File: config.mk
export PLATFORM = sky130hd
export DESIGN_NAME = xor_bist
export DESIGN_NICKNAME = d
export VERILOG_FILES = /design/src/rtl/xor_bist_pkg.sv /design/src/rtl/xor_bist_vecgen.sv /design/src/rtl/xor_bist.sv
export SDC_FILE = /design/constraint.sdc
export NUM_CORES = 1
export LEC_CHECK = 0
export CAP_MARGIN = 20
export CORE_MARGIN = 5
export CORE_UTILIZATION = 50
export DETAILED_ROUTE_END_ITERATION = 7
export PLACE_DENSITY = 0.78
export SYNTH_ARGS = -nofsm -noshare
export SYNTH_HDL_FRONTEND = slang
export SYNTH_SLANG_ARGS = --single-unit
File: constraint.sdc
create_clock -name clk -period 2.45 [get_ports clk]
set_input_delay 0.49 -clock clk [delete_from_list [all_inputs] [get_ports clk]]
set_output_delay 0.49 -clock clk [all_outputs]
set_load 0.1 [all_outputs]
File: src/rtl/xor_bist_pkg.sv
// xor_bist_pkg: shared FSM type and sizing constants for the XOR self-test engine
package xor_bist_pkg;
   typedef enum logic [1:0] {IDLE, DRIVE, SAMPLE, DONE} xor_bist_state_t;
   localparam int XB_WIDTH    = 4;
   localparam int NUM_VECTORS = 1 << (2 * XB_WIDTH);
   localparam int SETTLE_W    = 4;
endpackage

File: src/rtl/xor_bist_vecgen.sv
// xor_bist_vecgen: vector index, settle timer and registered operand outputs
//   clk, rst_n   : clock, async active-low reset
//   clear_i      : restart at vector 0 and reset the settle timer
//   advance_i    : step to the next vector
//   drive_i      : current vector is settling; timer runs only while high
//   a_o, b_o     : operands, upper and lower halves of the index
//   last_o       : index is all-ones
//   settled_o    : final settle cycle of the current vector
module xor_bist_vecgen
   import xor_bist_pkg::*;
#(
   parameter int WIDTH  = XB_WIDTH,
   parameter int SETTLE = 1
) (
   input  logic             clk,
   input  logic             rst_n,
   input  logic             clear_i,
   input  logic             advance_i,
   input  logic             drive_i,
   output logic [WIDTH-1:0] a_o,
   output logic [WIDTH-1:0] b_o,
   output logic             last_o,
   output logic             settled_o
);
   logic [2*WIDTH-1:0]  idx_q, idx_d;
   logic [SETTLE_W-1:0] cnt_q, cnt_d;
   assign {a_o, b_o} = idx_q;
   assign last_o     = &idx_q;
   assign settled_o  = drive_i && cnt_q == SETTLE_W'(SETTLE - 1);
   always_comb begin
      idx_d = clear_i ? '0 : advance_i ? idx_q + (2*WIDTH)'(1) : idx_q;
      cnt_d = (clear_i || !drive_i || settled_o) ? '0 : cnt_q + SETTLE_W'(1);
   end
   always_ff @(posedge clk or negedge rst_n) begin
      if (!rst_n) begin
         idx_q <= '0;
         cnt_q <= '0;
      end else begin
         idx_q <= idx_d;
         cnt_q <= cnt_d;
      end
   end
endmodule

File: src/rtl/xor_bist.sv
// xor_bist: exhaustive self-test of a WIDTH-bit XOR gate with first-fail capture
//   clk, rst_n              : clock, async active-low reset
//   start_i                 : begin a run (accepted only in IDLE or DONE)
//   a_o, b_o                : operands driven to the gate under test
//   x_i                     : gate result
//   busy_o, done_o, pass_o  : run status; pass is done with zero mismatches
//   err_cnt_o               : saturating mismatch count
//   fail_valid_o, fail_a_o, fail_b_o, fail_x_o : first mismatch record
module xor_bist
   import xor_bist_pkg::*;
#(
   parameter int WIDTH  = XB_WIDTH,
   parameter int SETTLE = 1
) (
   input  logic             clk,
   input  logic             rst_n,
   input  logic             start_i,
   output logic [WIDTH-1:0] a_o,
   output logic [WIDTH-1:0] b_o,
   input  logic [WIDTH-1:0] x_i,
   output logic             busy_o,
   output logic             done_o,
   output logic             pass_o,
   output logic [2*WIDTH:0] err_cnt_o,
   output logic             fail_valid_o,
   output logic [WIDTH-1:0] fail_a_o,
   output logic [WIDTH-1:0] fail_b_o,
   output logic [WIDTH-1:0] fail_x_o
);
   // saturation point equals the vector count, so every vector can fail once
   localparam logic [2*WIDTH:0] ERR_MAX = {1'b1, {(2*WIDTH){1'b0}}};
   xor_bist_state_t  state_q, state_d;
   logic             accept, sample, mismatch, capture, last, settled;
   logic [2*WIDTH:0] err_q, err_d;
   logic             fv_q, fv_d;
   logic [WIDTH-1:0] fa_q, fa_d, fb_q, fb_d, fx_q, fx_d;
   assign accept   = start_i && (state_q == IDLE || state_q == DONE);
   assign sample   = state_q == SAMPLE;
   assign mismatch = sample && x_i != (a_o ^ b_o);
   assign capture  = mismatch && !fv_q;
   xor_bist_vecgen #(.WIDTH(WIDTH), .SETTLE(SETTLE)) u_vecgen (
      .clk       (clk),
      .rst_n     (rst_n),
      .clear_i   (accept),
      .advance_i (sample && !last),
      .drive_i   (state_q == DRIVE),
      .a_o       (a_o),
      .b_o       (b_o),
      .last_o    (last),
      .settled_o (settled)
   );
   always_comb begin
      state_d = state_q;
      case (state_q)
         IDLE, DONE: state_d = start_i ? DRIVE : state_q;
         DRIVE:      state_d = settled ? SAMPLE : DRIVE;
         SAMPLE:     state_d = last ? DONE : DRIVE;
         default:    state_d = IDLE;
      endcase
      err_d = accept ? '0 : (mismatch && err_q != ERR_MAX) ? err_q + (2*WIDTH+1)'(1) : err_q;
      fv_d  = accept ? 1'b0 : fv_q | capture;
      fa_d  = accept ? '0 : capture ? a_o : fa_q;
      fb_d  = accept ? '0 : capture ? b_o : fb_q;
      fx_d  = accept ? '0 : capture ? x_i : fx_q;
   end
   always_ff @(posedge clk or negedge rst_n) begin
      if (!rst_n) begin
         state_q <= IDLE;
         err_q   <= '0;
         fv_q    <= 1'b0;
         fa_q    <= '0;
         fb_q    <= '0;
         fx_q    <= '0;
      end else begin
         state_q <= state_d;
         err_q   <= err_d;
         fv_q    <= fv_d;
         fa_q    <= fa_d;
         fb_q    <= fb_d;
         fx_q    <= fx_d;
      end
   end
   assign busy_o       = state_q == DRIVE || state_q == SAMPLE;
   assign done_o       = state_q == DONE;
   assign pass_o       = done_o && err_q == '0;
   assign err_cnt_o    = err_q;
   assign fail_valid_o = fv_q;
   assign fail_a_o     = fa_q;
   assign fail_b_o     = fb_q;
   assign fail_x_o     = fx_q;
endmodule

==> metrics.txt <==
status completed; Clk Latency, worst-skew pair 0.29 ns; peak supply drop between 0.7 and 0.8 mV; sequential share of the synthesized area between 40 and 50%; Final nets around 270; Initial Util about half; min Tclk post-route between 2 and 2.5 ns; antenna violations before repair 0; Die H between 70 and 80 um; count of pins over their slew limit 0; routed wire length per instance 15.3 um; Fill cells 331; endpoints failing setup 0; drt drc 0; Final ANT Viol Nets 0; clock-pin slew on the worst setup and hold paths around 0.070 ns; gr ovfl total 0; Top FF cell, synth dfrtp_1; GR Util All Layers approximately a fifth; Worst EP arrival approximately 1.7 ns; via/cell ratio ~5.6; First-pass DRT Iterations 4; number of synthesized register bits 36; Detailed Place HPWL between 3 and 4 mm; CTS H-tree depth 2; Hold Path Class register to register; Synth Area per Inst roughly 9.6 um^2; Least-Margin Pin Slew about 0.58 ns; DP Worst Slack around 0.25 ns; cell taking the most area after synthesis dfrtp_1; Die Footprint between 0.005 and 0.006 mm^2; Num CTS Buffers 5; GPL Wtd Cong about 0.80; Worst setup EP type output port; CTS max path bufs 2; ant diodes 0; Setup TNS 0 ns; Ys Warns 0; Max Freq between 0.4 and 0.5 GHz; Crit Path Max Fanout 5; largest net degree at the start of global routing 37; routed vias roughly 1,700; Syn Inst Count 209; # port buffers 39; vias in the first global route around 1,700; total wire length between 4 and 5 mm; Area Overhead vs Synth 25.2%; synthesized cell area 0.00201 mm^2; top-count cell post-synth dfrtp_1; share of layout cells above drive strength 1 23.6%; Die Width about 73 um; LEAKAGE 0.00124 uW; row count 23; Synthesized Nets 225; crit share post-route between 90% and 100%; data required time of the critical path about 2.0 ns; RSZ-0062 raised after global routing no; Pwr Total ~3000 uW; CTS tree built; Post-synth top cells dfrtp_1, nand2_1, nand3_1; count of flip-flops with a built-in enable after synthesis 0; Max Cap Viol 0; Startpoint Class register; global-route wire length before repair 7.96 mm; Fin. Hold Viols 0; power per cell area ~1200 mW/mm^2; final worst slack 0.237 ns; synth top area cells dfrtp_1, ha_1, nand2_1, nand3_1, xnor3_1; Ports 40; ys async rst share 100%; worst rel slew slack about three fifths; drt first-iter violations 110; post-synth top area share between 40% and 50%; skew final roughly 0.011 ns; clk root buf clkbuf_8; Sink Count 36; Post CTS Setup Buffer Count 0; count of different cell masters after synthesis 37; core area between 0.003 and 0.004 mm^2; critical path type register to output port; hold_ws a little under 0.5 ns
[worst max-delay path, stage by stage, from the launching register on]
cell	delay, ns
dfrtp_2	0.44
inv_1	0.09
ha_1	0.15
nor4b_4	0.24
nand4b_1	0.19
nor2_4	0.16
buf_12	0.18
[cell usage in the layout, fill, tap and decap left out, types with 7 or more instances in the layout]
cell,n
nand2_1,26
o21ai_1,7
buf_4,38
ha_1,8
nor2_1,17
dfrtp_1,32
nand3_1,19
inv_1,9
o21ai_0,7
[worst paths after layout]
path                                          startpoint                          end  slack (ns)  depth (start not counted)
max                             err_cnt_o[0]$_DFFE_PN0P_                       pass_o        0.24                          6
min                          u_vecgen.cnt_q[0]$_DFF_PN0_  u_vecgen.cnt_q[0]$_DFF_PN0_        0.49                          1
max reg2reg                u_vecgen.idx_q[4]$_DFFE_PN0P_     err_cnt_o[1]$_DFFE_PN0P_        0.46                          4
min reg2reg                  u_vecgen.cnt_q[0]$_DFF_PN0_  u_vecgen.cnt_q[0]$_DFF_PN0_        0.49                          1
max in group asynchronous                          rst_n     err_cnt_o[1]$_DFFE_PN0P_        1.48                          2
min in group asynchronous                          rst_n     err_cnt_o[7]$_DFFE_PN0P_        0.61                          2
[state kept, by name, summed over array words and instances, names as in the netlist]
| name | cells |
|---|---|
| err_cnt_o | 9 |
| u_vecgen.idx_q | 8 |
| fail_a_o | 4 |
| fail_b_o | 4 |
| fail_x_o | 4 |
| u_vecgen.cnt_q | 4 |
| state_q | 2 |
| fail_valid_o | 1 |
[logic make-up (layout without fill, tap and decap cells)]
logic type	after synthesis	count (layout)	synth area share, %
fa+ha+maj	9	9	5.60
xor+xnor	9	9	6.65
compound gates	38	38	13.2
buf+inv	23	64	5.29
mux	5	5	2.49
simple gates	89	89	22.0
flops	36	36	44.8
[area by class of cell]
| type | instances | area [um^2] | share of cell area (%) |
|---|---|---|---|
| inverters | 9 | 33.8 | 1.34 |
| repair buffers | 47 | 405 | 16.1 |
| flip-flops and latches | 36 | 906 | 36.0 |
| clock buffers | 7 | 76.3 | 3.03 |
| clock inverters | 1 | 5.00 | 0.199 |
| multi-input cells | 150 | 1030 | 40.9 |
| well taps | 50 | 62.6 | 2.48 |
[through the flow]
stage	cells	utilization (%)	instance area, um^2
final	300	63.9	2520
after floorplan	209	-	2030
after global placement	292	61.4	2420
after CTS	300	63.5	2500
after detailed placement	292	61.4	2420
after global routing	300	63.9	2520
[power breakdown]
part / total, uW / leakage (uW) / internal [uW] / switching (uW)
clock: 405 / 0.0000422 / 199 / 205
sequential: 804 / 0.000485 / 697 / 107
combinational: 1780 / 0.000714 / 511 / 1270
total: 2990 / 0.00124 / 1410 / 1580
[timing repair]
action / CTS / global route
hold buffers: 0 / 0
endpoints found under the setup margin: 0 / 1
resized for setup: 0 / 2
[routing by layer]
metal / GRT usage (%) / share of wire (%) / up-vias
met5: 0 / 0 / -
li1: - / - / 818
met4: 5.43 / 1.3 / 0
met1: 25.0 / 46 / 817
met2: 30.6 / 47 / 41
met3: 5.61 / 5.8 / 7
(Power assumes the default switching activity.)
==> RTL change (config.mk and constraints unchanged) <==
Change the package constant `XB_WIDTH` from 4 to 5.
--- a/src/rtl/xor_bist_pkg.sv
+++ b/src/rtl/xor_bist_pkg.sv
@@ -1,7 +1,7 @@
 // xor_bist_pkg: shared FSM type and sizing constants for the XOR self-test engine
 package xor_bist_pkg;
    typedef enum logic [1:0] {IDLE, DRIVE, SAMPLE, DONE} xor_bist_state_t;
-   localparam int XB_WIDTH    = 4;
+   localparam int XB_WIDTH    = 5;
    localparam int NUM_VECTORS = 1 << (2 * XB_WIDTH);
    localparam int SETTLE_W    = 4;
 endpackage
Interface: changed (7 resized); port bits go from 40 to 48. The function was not compared with the original's and may differ.
==> RTL change against the original RTL <==
  * Synthesized area increased by 14%
  * Highest routed layer unchanged
  * Final area rose by 13%
  * Synthesized cell count is 14% higher
  * Wire length increased by 12%
  * Setup slack got worse by 0.070 ns
  * Utilization up 0.68 points
  * Power grew 2.8%
  * First-iteration DRC count is 32% higher
  * Sequential cell count grew 7
  * Largest cell class unchanged
  * Combinational power fell by 4%
  * Sequential power grew 15%
  * Register-to-register slack worse by 0.07 ns
==> RTL change: results (changes against the original RTL) <==
The logs give 359 (was 331) for the count of filler cells inserted in the layout and 2770 um^2 (was 2420 um^2) for the placement-stage cell area. The average wire per cell in the routed design works out to 15.3 um (about the same). The gate count after technology mapping was 239 (was 209); the synthesized netlist net count was 255 (was 225). The static power due to leakage is 0.00130 uW (was 0.00124 uW). The via density per instance is 5.68 (was 5.61). The tools report the capture point of the worst reg-to-reg path as u_vecgen.idx_q[8] (was err_cnt_o[1]). The count of port buffers added during placement came out at 47 (was 39). The tools report the clock tree skew after final layout as 0.00377 ns (was 0.0106 ns).

The largest fanout on the critical path is 4 (was 5). The normalized max-slew margin was 0.593 (was 0.615); the clock latency on the worst-skew pair was 0.29 ns (about the same). Top cells by instance count after synthesis: 43 x dfrtp_1, 24 x nand2_1, 22 x o21ai_0 (was 36 x dfrtp_1, 26 x nand2_1, 19 x nand3_1). The run gives 2 (unchanged) as the H-tree depth reported by CTS. The number of distinct library cells after synthesis was 42 (was 37); the total iterations of the first detailed-routing run was 4 (unchanged). The worst setup slack for register-to-register paths is 0.39 ns (was 0.46 ns), and the routability congestion estimate is 0.809 (was 0.800). The async set-or-reset flop fraction in the synthesized netlist came out at 1.00 (unchanged). The pin count of the biggest net entering global routing is 33 (was 37), and the count of buffers added by post-CTS timing repair for setup is 0 (unchanged). Number of nets at the end of the flow: 300 (was 265). The logs give 0.970 mV (was 0.786 mV) for the worst ir drop on vdd and 0 (unchanged) for the post-cts repair resize count.

The number of global-route vias before repair is 1,748 (was 1,707), and the total global routing track utilization is 0.181 (was 0.190). The number of buffers added by the clock tree synthesis step is 5 (unchanged), and the wire length of the first global-routing pass is 8.83 mm (was 7.96 mm). The worst endpoint data arrival time is 1.79 ns (was 1.72 ns), and the maximum cell stage delay along the critical path is 0.47 ns (was 0.44 ns).

Cell count of the worst reg-to-reg path: 6 (was 4). The clock-pin slew of the registers on the worst-case setup and hold paths is 0.08 ns. The initial DRC count came out at 145 (was 110). The type of the tightest min-delay check is in2async (was reg2reg). The total instance count after detailed placement came out at 329 (was 292). The slowest stage cell on the critical path is or4b_4 (was dfrtp_2). Post-synthesis sequential area ratio: 0.468 (was 0.448). The tools report the startpoint of the lowest-slack register-to-register path as u_vecgen.idx_q[1] (was u_vecgen.idx_q[4]). The initial antenna violation count came out at 0 (unchanged).

The flip-flop count of the largest register after layout is 11 (was 9). The fraction of final layout cells sized beyond drive strength 1 came out at 0.270 (was 0.236). The HPWL after detailed placement was 3.84 mm (was 3.25 mm). The tools report the count of placed standard cells in the final layout, fillers left out as 337 (was 300). The flow ran to the end, and the final reports show no timing, DRC or antenna violations. The tools report the final antenna diode count as 0 (unchanged).

Top cells by area, synth: dfrtp_1 47%, xnor3_1 4.9%, o21ai_0 4.8% (was dfrtp_1 45%, ha_1 5.6%, nand2_1 4.9%).
==> RTL change: through the flow <==
stage | power, uW | setup WS (ns) | hold WS [ns]
6_report | 3070 | 0.167 | 0.123
5_1_grt | 3240 | 0.0557 | 0.146
4_1_cts | 3100 | 0.154 | 0.132
3_5_place_dp | 2660 | 0.151 | 0.456
3_3_place_gp | 2640 | 0.248 | 0.457
2_1_floorplan | 2260 | -0.0997 | 0.194
==> RTL change: routing by layer <==
layer | vias up | track usage | part of all wire
li1 | 936 | - | -
met1 | 921 | 0.248 | 0.43
met2 | 49 | 0.283 | 0.50
met3 | 9 | 0.0451 | 0.055
met4 | 0 | 0.0550 | 0.017
met5 | - | 0 | 0
==> RTL change: worst max path at each step <==
stage | startpoint | end | slack [ns] | cells past startpoint
2_1_floorplan | state_q[0] | pass_o | -0.1 | 3
3_3_place_gp | x_i[4] | err_cnt_o[10] | 0.25 | 6
3_5_place_dp | x_i[0] | err_cnt_o[10] | 0.15 | 6
4_1_cts | state_q[0] | pass_o | 0.15 | 4
5_1_grt | state_q[0] | pass_o | 0.06 | 4
6_report | state_q[0] | pass_o | 0.17 | 4
==> RTL change: kinds of logic (layout without fill, tap and decap cells) <==
group / after synthesis / count (layout) / share of synthesized area
flops: 43 / 43 / 0.468
simple gates: 97 / 97 / 0.222
fa+ha+maj: 8 / 8 / 0.0435
compound gates: 52 / 52 / 0.132
mux: 1 / 1 / 0.00435
xor+xnor: 13 / 13 / 0.0794
buf+inv: 25 / 71 / 0.0511
==> RTL change: area by class of cell <==
cell class                 instances  area, um^2  area share
tap                               52        65.1      0.0228
multi-input combinational        171        1130       0.398
inverter                          10        37.5      0.0132
clock buffer                       6        72.6      0.0255
sequential                        43        1090       0.384
timing repair buffer              53         435       0.153
clock inverter                     2        12.5     0.00439
==> RTL change: report_power, final <==
part | switching, uW | internal, uW
combinational | 1290 | 428
clock | 235 | 199
sequential | 107 | 815
total | 1630 | 1440
